<file path="src/rtl/id_stage_reg.sv">
// ID/EX pipeline register: captures decoded instruction fields, supports stall (freeze),
// branch kill (flush) and counts the bubbles inserted by flushes.
module id_stage_reg #(
  parameter int DW = 32
) (
  input  logic          clk,
  input  logic          rst_n,
  input  logic          flush,
  input  logic          freeze,
  input  logic          valid_in,
  input  logic [DW-1:0] pc_in,
  input  logic [DW-1:0] val_rn_in,
  input  logic [DW-1:0] val_rm_in,
  input  logic          imm_in,
  input  logic [11:0]   shift_operand_in,
  input  logic [23:0]   signed_imm24_in,
  input  logic [3:0]    dest_in,
  input  logic [3:0]    src1_in,
  input  logic [3:0]    src2_in,
  input  logic [3:0]    exe_cmd_in,
  input  logic          wb_en_in,
  input  logic          mem_r_en_in,
  input  logic          mem_w_en_in,
  input  logic          b_in,
  input  logic          s_in,
  input  logic [3:0]    status_in,
  output logic          valid_out,
  output logic [DW-1:0] pc_out,
  output logic [DW-1:0] val_rn_out,
  output logic [DW-1:0] val_rm_out,
  output logic          imm_out,
  output logic [11:0]   shift_operand_out,
  output logic [23:0]   signed_imm24_out,
  output logic [3:0]    dest_out,
  output logic [3:0]    src1_out,
  output logic [3:0]    src2_out,
  output logic [3:0]    exe_cmd_out,
  output logic          wb_en_out,
  output logic          mem_r_en_out,
  output logic          mem_w_en_out,
  output logic          b_out,
  output logic          s_out,
  output logic [3:0]    status_out,
  output logic          val2_sel_out,
  output logic [7:0]    bubble_cnt
);

  typedef struct packed {
    logic          valid;
    logic [DW-1:0] pc;
    logic [DW-1:0] val_rn;
    logic [DW-1:0] val_rm;
    logic          imm;
    logic [11:0]   shift_operand;
    logic [23:0]   signed_imm24;
    logic [3:0]    dest;
    logic [3:0]    src1;
    logic [3:0]    src2;
    logic [3:0]    exe_cmd;
    logic          wb_en;
    logic          mem_r_en;
    logic          mem_w_en;
    logic          b;
    logic          s;
    logic [3:0]    status;
    logic          val2_sel;
  } slot_t;

  slot_t      slot_q, slot_d;
  logic [7:0] cnt_q, cnt_d;

  always_comb begin
    // NOTE: defaults first so every path assigns slot_d/cnt_d and no latch is inferred.
    slot_d = slot_q;
    cnt_d  = cnt_q;
    if (flush) begin
      slot_d = '0;
      if (valid_in && (cnt_q != 8'hFF)) cnt_d = cnt_q + 8'd1;
    end else if (!freeze) begin
      slot_d.valid         = valid_in;
      slot_d.pc            = pc_in;
      slot_d.val_rn        = val_rn_in;
      slot_d.val_rm        = val_rm_in;
      slot_d.imm           = imm_in;
      slot_d.shift_operand = shift_operand_in;
      slot_d.signed_imm24  = signed_imm24_in;
      slot_d.dest          = dest_in;
      slot_d.src1          = src1_in;
      slot_d.src2          = src2_in;
      slot_d.exe_cmd       = exe_cmd_in;
      slot_d.wb_en         = wb_en_in;
      slot_d.mem_r_en      = mem_r_en_in;
      slot_d.mem_w_en      = mem_w_en_in;
      slot_d.b             = b_in;
      slot_d.s             = s_in;
      slot_d.status        = status_in;
      slot_d.val2_sel      = mem_r_en_in | mem_w_en_in;
      // An invalid slot must never write back, touch memory or branch.
      if (!valid_in) begin
        slot_d.wb_en    = 1'b0;
        slot_d.mem_r_en = 1'b0;
        slot_d.mem_w_en = 1'b0;
        slot_d.b        = 1'b0;
        slot_d.s        = 1'b0;
        slot_d.val2_sel = 1'b0;
      end
    end
  end

  // NOTE: sequential state uses non-blocking assignments only.
  always_ff @(posedge clk or negedge rst_n) begin
    if (!rst_n) begin
      slot_q <= '0;
      cnt_q  <= '0;
    end else begin
      slot_q <= slot_d;
      cnt_q  <= cnt_d;
    end
  end

  assign valid_out         = slot_q.valid;
  assign pc_out            = slot_q.pc;
  assign val_rn_out        = slot_q.val_rn;
  assign val_rm_out        = slot_q.val_rm;
  assign imm_out           = slot_q.imm;
  assign shift_operand_out = slot_q.shift_operand;
  assign signed_imm24_out  = slot_q.signed_imm24;
  assign dest_out          = slot_q.dest;
  assign src1_out          = slot_q.src1;
  assign src2_out          = slot_q.src2;
  assign exe_cmd_out       = slot_q.exe_cmd;
  assign wb_en_out         = slot_q.wb_en;
  assign mem_r_en_out      = slot_q.mem_r_en;
  assign mem_w_en_out      = slot_q.mem_w_en;
  assign b_out             = slot_q.b;
  assign s_out             = slot_q.s;
  assign status_out        = slot_q.status;
  assign val2_sel_out      = slot_q.val2_sel;
  assign bubble_cnt        = cnt_q;

endmodule

</file>
<file path="config.mk">
export PLATFORM = sky130hd
export DESIGN_NAME = id_stage_reg
export DESIGN_NICKNAME = d
export VERILOG_FILES = /design/src/rtl/id_stage_reg.sv
export SDC_FILE = /design/constraint.sdc
export NUM_CORES = 1
export LEC_CHECK = 0
export ABC_CLOCK_PERIOD_IN_PS = 1800
export BUFFER_PORTS_ARGS = -buffer_cell sky130_fd_sc_hd__buf_2
export CAP_MARGIN = 10
export CORE_AREA = 2 2 130 132
export CTS_CLUSTER_DIAMETER = 80
export DETAILED_ROUTE_END_ITERATION = 8
export DIE_AREA = 0 0 132 134
export MAX_ROUTING_LAYER = met4
export PLACE_DENSITY_LB_ADDON = 0.25
export SLEW_MARGIN = 0
export SYNTH_ARGS = -nofsm -noshare
export SYNTH_HDL_FRONTEND = slang
export SYNTH_SLANG_ARGS = --single-unit
</file>
<file path="constraint.sdc">
create_clock -name clk -period 1.8 [get_ports clk]
set_input_delay 0.09 -clock clk [delete_from_list [all_inputs] [get_ports clk]]
set_output_delay 0.09 -clock clk [all_outputs]
set_load 0.02 [all_outputs]
</file>
==> Yosys cells after proc, flatten, opt, wreduce, memory -nomap -nowiden <==
Index checks and enable logic that the tools add are counted.
{ "word_totals": {"output_inout_bits": 168, "inputBits": 163, "word_cells": 29, "reg_bits": 168} }
{ "op_classes": {"n_reduce_logical": 2, "n_addsub": 1, "n_mux": 4, "n_eq_ne": 2, "bitwise_logic": 1} }
{ "op_table": {"columns": ["cell", "n"], "rows": [
  ["160-bit 2-to-1 mux", 2],
  ["8-bit by 1-bit adder with 8-bit output (second input constant)", 1],
  ["8-bit != test (second input constant)", 1],
  ["5-bit 2-to-1 mux", 1],
  ["2-bit != test (second input constant)", 1],
  ["2-bit AND reduction", 1],
  ["1-bit logical AND", 1],
  ["1-bit 2-to-1 mux", 1],
  ["1-bit bitwise OR", 1]
]} }

==> Longest topological paths before layout <==
{ "depth": {"depth_word": 4, "depth_mapped": 5} }

==> Worst setup path after synthesis <==
No wires, ideal clock.
{ "synth_path": {"path_kind": "reg-to-reg", "from": "register cnt_q[0] (netlist: bubble_cnt[0])", "to": "register cnt_q[1] (netlist: bubble_cnt[1])", "setup_ns": 0.128, "arrival_time_ns": 1.435, "setup_slack_ns": 0.238, "required_ns": 1.672, "period_less_slack_ns": 1.562, "path_buffers": 0, "stages_incl_launch_ff": 5, "cell_sequence": "dfrtp_1 ha_1 nand4_1 o21ai_2 mux2_1"} }
{ "synth_via": {"elab_chain_cells": 3, "elab_cells_between_ends": 4, "cone_classes": "add/sub: 1; eq/ne: 1; reduce/logical: 2"} }
{ "synth_rtl": {"columns": ["item", "line_no", "source"], "rows": [
  ["start: declaration", "70", "logic [7:0] cnt_q, cnt_d;"],
  ["start signal: assignment", "117", "cnt_q <= cnt_d;"],
  ["branches (longest 3 deep; another with 8-bit by 1-bit adder with 8-bit output)", null, null]
]} }
Several ways; the timed one is not identified.
A chain may end at the register's enable or synchronous reset.

==> Worst setup path after layout <==
Ends and elaborated chain as after synthesis.

==> Flow_metrics.wiki <==
{| class="wikitable"
! Metric !! Value
|-
| Outcome || completed
|-
| Leakage power || around 6 nW
|-
| Clock transition time at the flip-flop clock pins of the worst setup and hold paths || around 0.060 ns
|-
| Critical path peak fanout || 7
|-
| R2r worst-path depth || 4
|-
| Fraction of final layout cells with drive strength greater than 1 || 0.3541
|-
| Final Hold Fails || 0
|-
| Post-synth design cell area || a little under 0.007 mm²
|-
| Area of the multi-input gates || approximately 0.0024 mm²
|-
| Placement Setup Slack || ~0.26 ns
|-
| Antenna-violating nets left || 0
|-
| Die height || roughly 130 µm
|-
| Area enclosed by the die boundary || between 0.015 and 0.02 mm²
|-
| Post-detailed-route via-to-cell ratio || roughly 4.8
|-
| Type of the worst setup path || flop to flop
|-
| Clock tree from TritonCTS || built
|-
| Crit path max-delay cell type || dfrtp_1
|-
| Synth Instances || approximately 560
|-
| Post-detailed-route DRC marker count || 0
|-
| Detailed-route wire length || between 20000 and 25000 µm
|-
| Number of max-cap violations || 0
|-
| Critical Path Start Type || flop
|-
| Min setup slack post-route || ~0.24 ns
|-
| Root Driver || clkbuf_16
|-
| Critical-path cell list || ha_1 -> nand4_1 -> o21ai_2 -> mux2_1
|-
| Pin count of the biggest net entering global routing || between 150 and 200
|-
| Gr ovfl total || 0
|-
| Final Wtd Congestion || 0.7972
|-
| Setup slack, reg-to-reg || roughly 0.24 ns
|-
| Number of buffers inserted during clock tree synthesis || 17
|-
| Aggregate global-route resource usage || 0.2422
|-
| Worst clock skew on the final layout || about 0.0048 ns
|-
| Syn Nets || 728
|-
| First-pass GRT wire length || approximately 33000 µm
|-
| CP Data Arrival Time || 1.87 ns
|-
| Required time of the critical path || 2.11 ns
|-
| Tmin final || roughly 1.6 ns
|-
| Count of input and output buffers || 330
|-
| Power after layout || a little over 0.01 W
|-
| Number of antenna violations at the first check in global routing || 1
|-
| Number of filler instances in the final layout || ~1.2k
|-
| Effective utilization at floorplan || 0.4251
|-
| Total negative slack || 0 ns
|-
| Clock latency on the worst-skew pair || around 0.43 ns
|-
| PD cells || a little over 900 mW/mm²
|-
| Yosys Warn Count || 0
|-
| Sequential share of the synthesized area || 0.6070
|-
| Core Rows || between 40 and 50
|-
| I/O pin total || between 300 and 400
|-
| Final worst hold slack || 0.03060 ns
|-
| Worst relative slew slack || 0.4484
|-
| Final setup viols || 0
|-
| Longest Clk Path Bufs || 2
|-
| Die W || around 130 µm
|-
| Detailed placer's ending HPWL || 12310 µm
|-
| Detail-routed net length per standard cell || about 16 µm
|-
| Cell types with the largest area share after synthesis || dfrtp_1, mux2i_1, nor2_1, buf_6, clkbuf_1
|-
| Starting DRC count in detailed routing || around 260
|-
| Unrepaired setup endpoints after global routing || no
|-
| Top cell type's share of synthesized area || 0.6070
|-
| Maximum single-stage delay on the critical path || about 0.43 ns
|-
| Type of element capturing the critical path || flop
|-
| Post-layout nets || approximately 1.2k
|-
| Max VDD drop || 595.3 µV
|-
| Router iterations before antenna repair || 4
|-
| Instance count along the most critical hold path || 3
|-
| Sink Count || about 170
|-
| Final-report max-slew violation count || 0
|-
| Register bit total from synthesis || about 170
|-
| Type of the most critical hold path || input pin to flop
|-
| Core area || approximately 0.016 mm²
|-
| Cell taking the most area after synthesis || dfrtp_1
|-
| Post-synthesis average cell area || between 10 and 15 µm²
|-
| Routed via count || 6085
|-
| Synth cell types || 30
|-
| Maximum level of the CTS H-tree || 4
|-
| Share of the clock period used by the worst path after layout || 0.8643
|-
| Area taken by flip-flops and latches || roughly 0.0042 mm²
|-
| Number of global-route vias before repair || ~6.5k
|-
| Slew of the pin with the lowest slew margin || between 0.8 and 0.9 ns
|-
| Achievable frequency || around 640 MHz
|-
| Signed area change from the synthesized netlist to the final layout || 59.17%
|}
-- synth_stat cells --
cell type	count
a211oi_1	1
a21boi_1	1
a21oi_1	8
a31oi_1	1
a41oi_1	1
and2_4	1
and3_1	1
and4_1	1
buf_1	3
buf_2	3
buf_4	4
buf_6	15
clkbuf_1	13
dfrtp_1	168
ha_1	1
mux2_1	4
mux2i_1	154
nand2_1	8
nand2b_1	1
nand3_1	3
nand3b_1	5
nand4_1	4
nor2_1	155
nor2b_1	1
nor3_2	1
o21a_1	1
o21ai_0	2
o21ai_2	1
o21bai_1	1
xnor2_1	1
-- registers in the layout, indices dropped and copies added, names as in the netlist, 4 cells and up --
signal / flops
val_rm_out: 32
bubble_cnt: 8
dest_out: 4
exe_cmd_out: 4
src2_out: 4
pc_out: 32
val_rn_out: 32
src1_out: 4
signed_imm24_out: 24
shift_operand_out: 12
status_out: 4
-- critical path, delay by kind of cell (launching register included) --
family,cells,cell delay (ns)
AND/OR/NAND/NOR,1,0.16
adder cells (fa/ha/maj),1,0.30
flip-flops,1,0.43
AO/OA/AOI/OAI,1,0.22
multiplexers,1,0.33
-- final cells by class --
cell class,instances,area share
multi-input cells,358,0.2220
repair buffers,503,0.3135
flip-flops and latches,168,0.3814
clock inverters,11,0.01771
clock buffers,19,0.04018
well taps,220,0.02497
diodes,1,0.0002270
-- power breakdown --
| group | switching [W] | internal [W] | total [W] |
|---|---|---|---|
| registers | 0.000212 | 0.00404 | 0.00425 |
| clock network | 0.00149 | 0.00249 | 0.00398 |
| logic | 0.00103 | 0.000856 | 0.00188 |
-- cells by family after synthesis --
| kind of cell | Yosys count | share of synthesized area |
|---|---|---|
| compound gates | 17 | 0.01500 |
| buf+inv | 38 | 0.03957 |
| simple gates | 181 | 0.1062 |
| mux | 158 | 0.2291 |
| xor+xnor | 1 | 0.001265 |
| flops | 168 | 0.6070 |
| fa+ha+maj | 1 | 0.001806 |
-- per-layer routing --
metal / share of wire / wire length, µm / vias up / global-route usage
met5: 0 / 0 / - / -
met4: 0.038 / 784 / 0 / 0.1123
met1: 0.42 / 8541 / 2900 / 0.2935
met3: 0.065 / 1322 / 56 / 0.06009
met2: 0.48 / 9758 / 268 / 0.3843
li1: - / - / 2861 / -
-- repair_timing --
item,CTS,global route
hold buffers,160,0
hold endpoints to repair,304,0
endpoints found under the setup margin,0,0
gates resized for setup,0,0
buffers inserted,0,0
-- through the flow --
stage	instance area, µm²	std cells	util
6_report	11020	1280	0.6767
5_1_grt	11020	1280	0.6767
4_1_cts	11020	1279	0.6766
3_5_place_dp	8781	1089	0.5391
3_3_place_gp	8781	1089	0.5391
2_1_floorplan	6925	564	-
-- placed cells by master, fill, tap and decap left out, types with 2 or more instances in the layout --
master,Yosys,final
mux2_1,4,4
clkinvlp_4,0,3
buf_12,0,7
nand3b_1,5,5
buf_2,3,327
buf_4,4,7
nand4_1,4,4
mux2i_1,154,154
clkbuf_16,0,17
a21oi_1,8,8
bufinv_16,0,5
nor2_1,155,155
nand2_1,8,8
dfrtp_1,168,168
clkbuf_8,0,2
nand3_1,3,3
o21ai_0,2,2
dlygate4sd3_1,0,160
inv_6,0,2
-- final timing paths --
| check | start | endpoint |
|---|---|---|
| setup / recovery | bubble_cnt[0]$_DFFE_PN0P_ | bubble_cnt[1]$_DFFE_PN0P_ |
| hold / removal | valid_in | wb_en_out$_DFFE_PN0P_ |
| setup reg to reg | bubble_cnt[0]$_DFFE_PN0P_ | bubble_cnt[1]$_DFFE_PN0P_ |
| hold reg to reg | val_rn_out[6]$_DFFE_PN0P_ | val_rn_out[6]$_DFFE_PN0P_ |
| max in group asynchronous | rst_n | val_rn_out[12]$_DFFE_PN0P_ |
| min in group asynchronous | rst_n | shift_operand_out[0]$_DFFE_PN0P_ |
(Power assumes the default switching activity.)
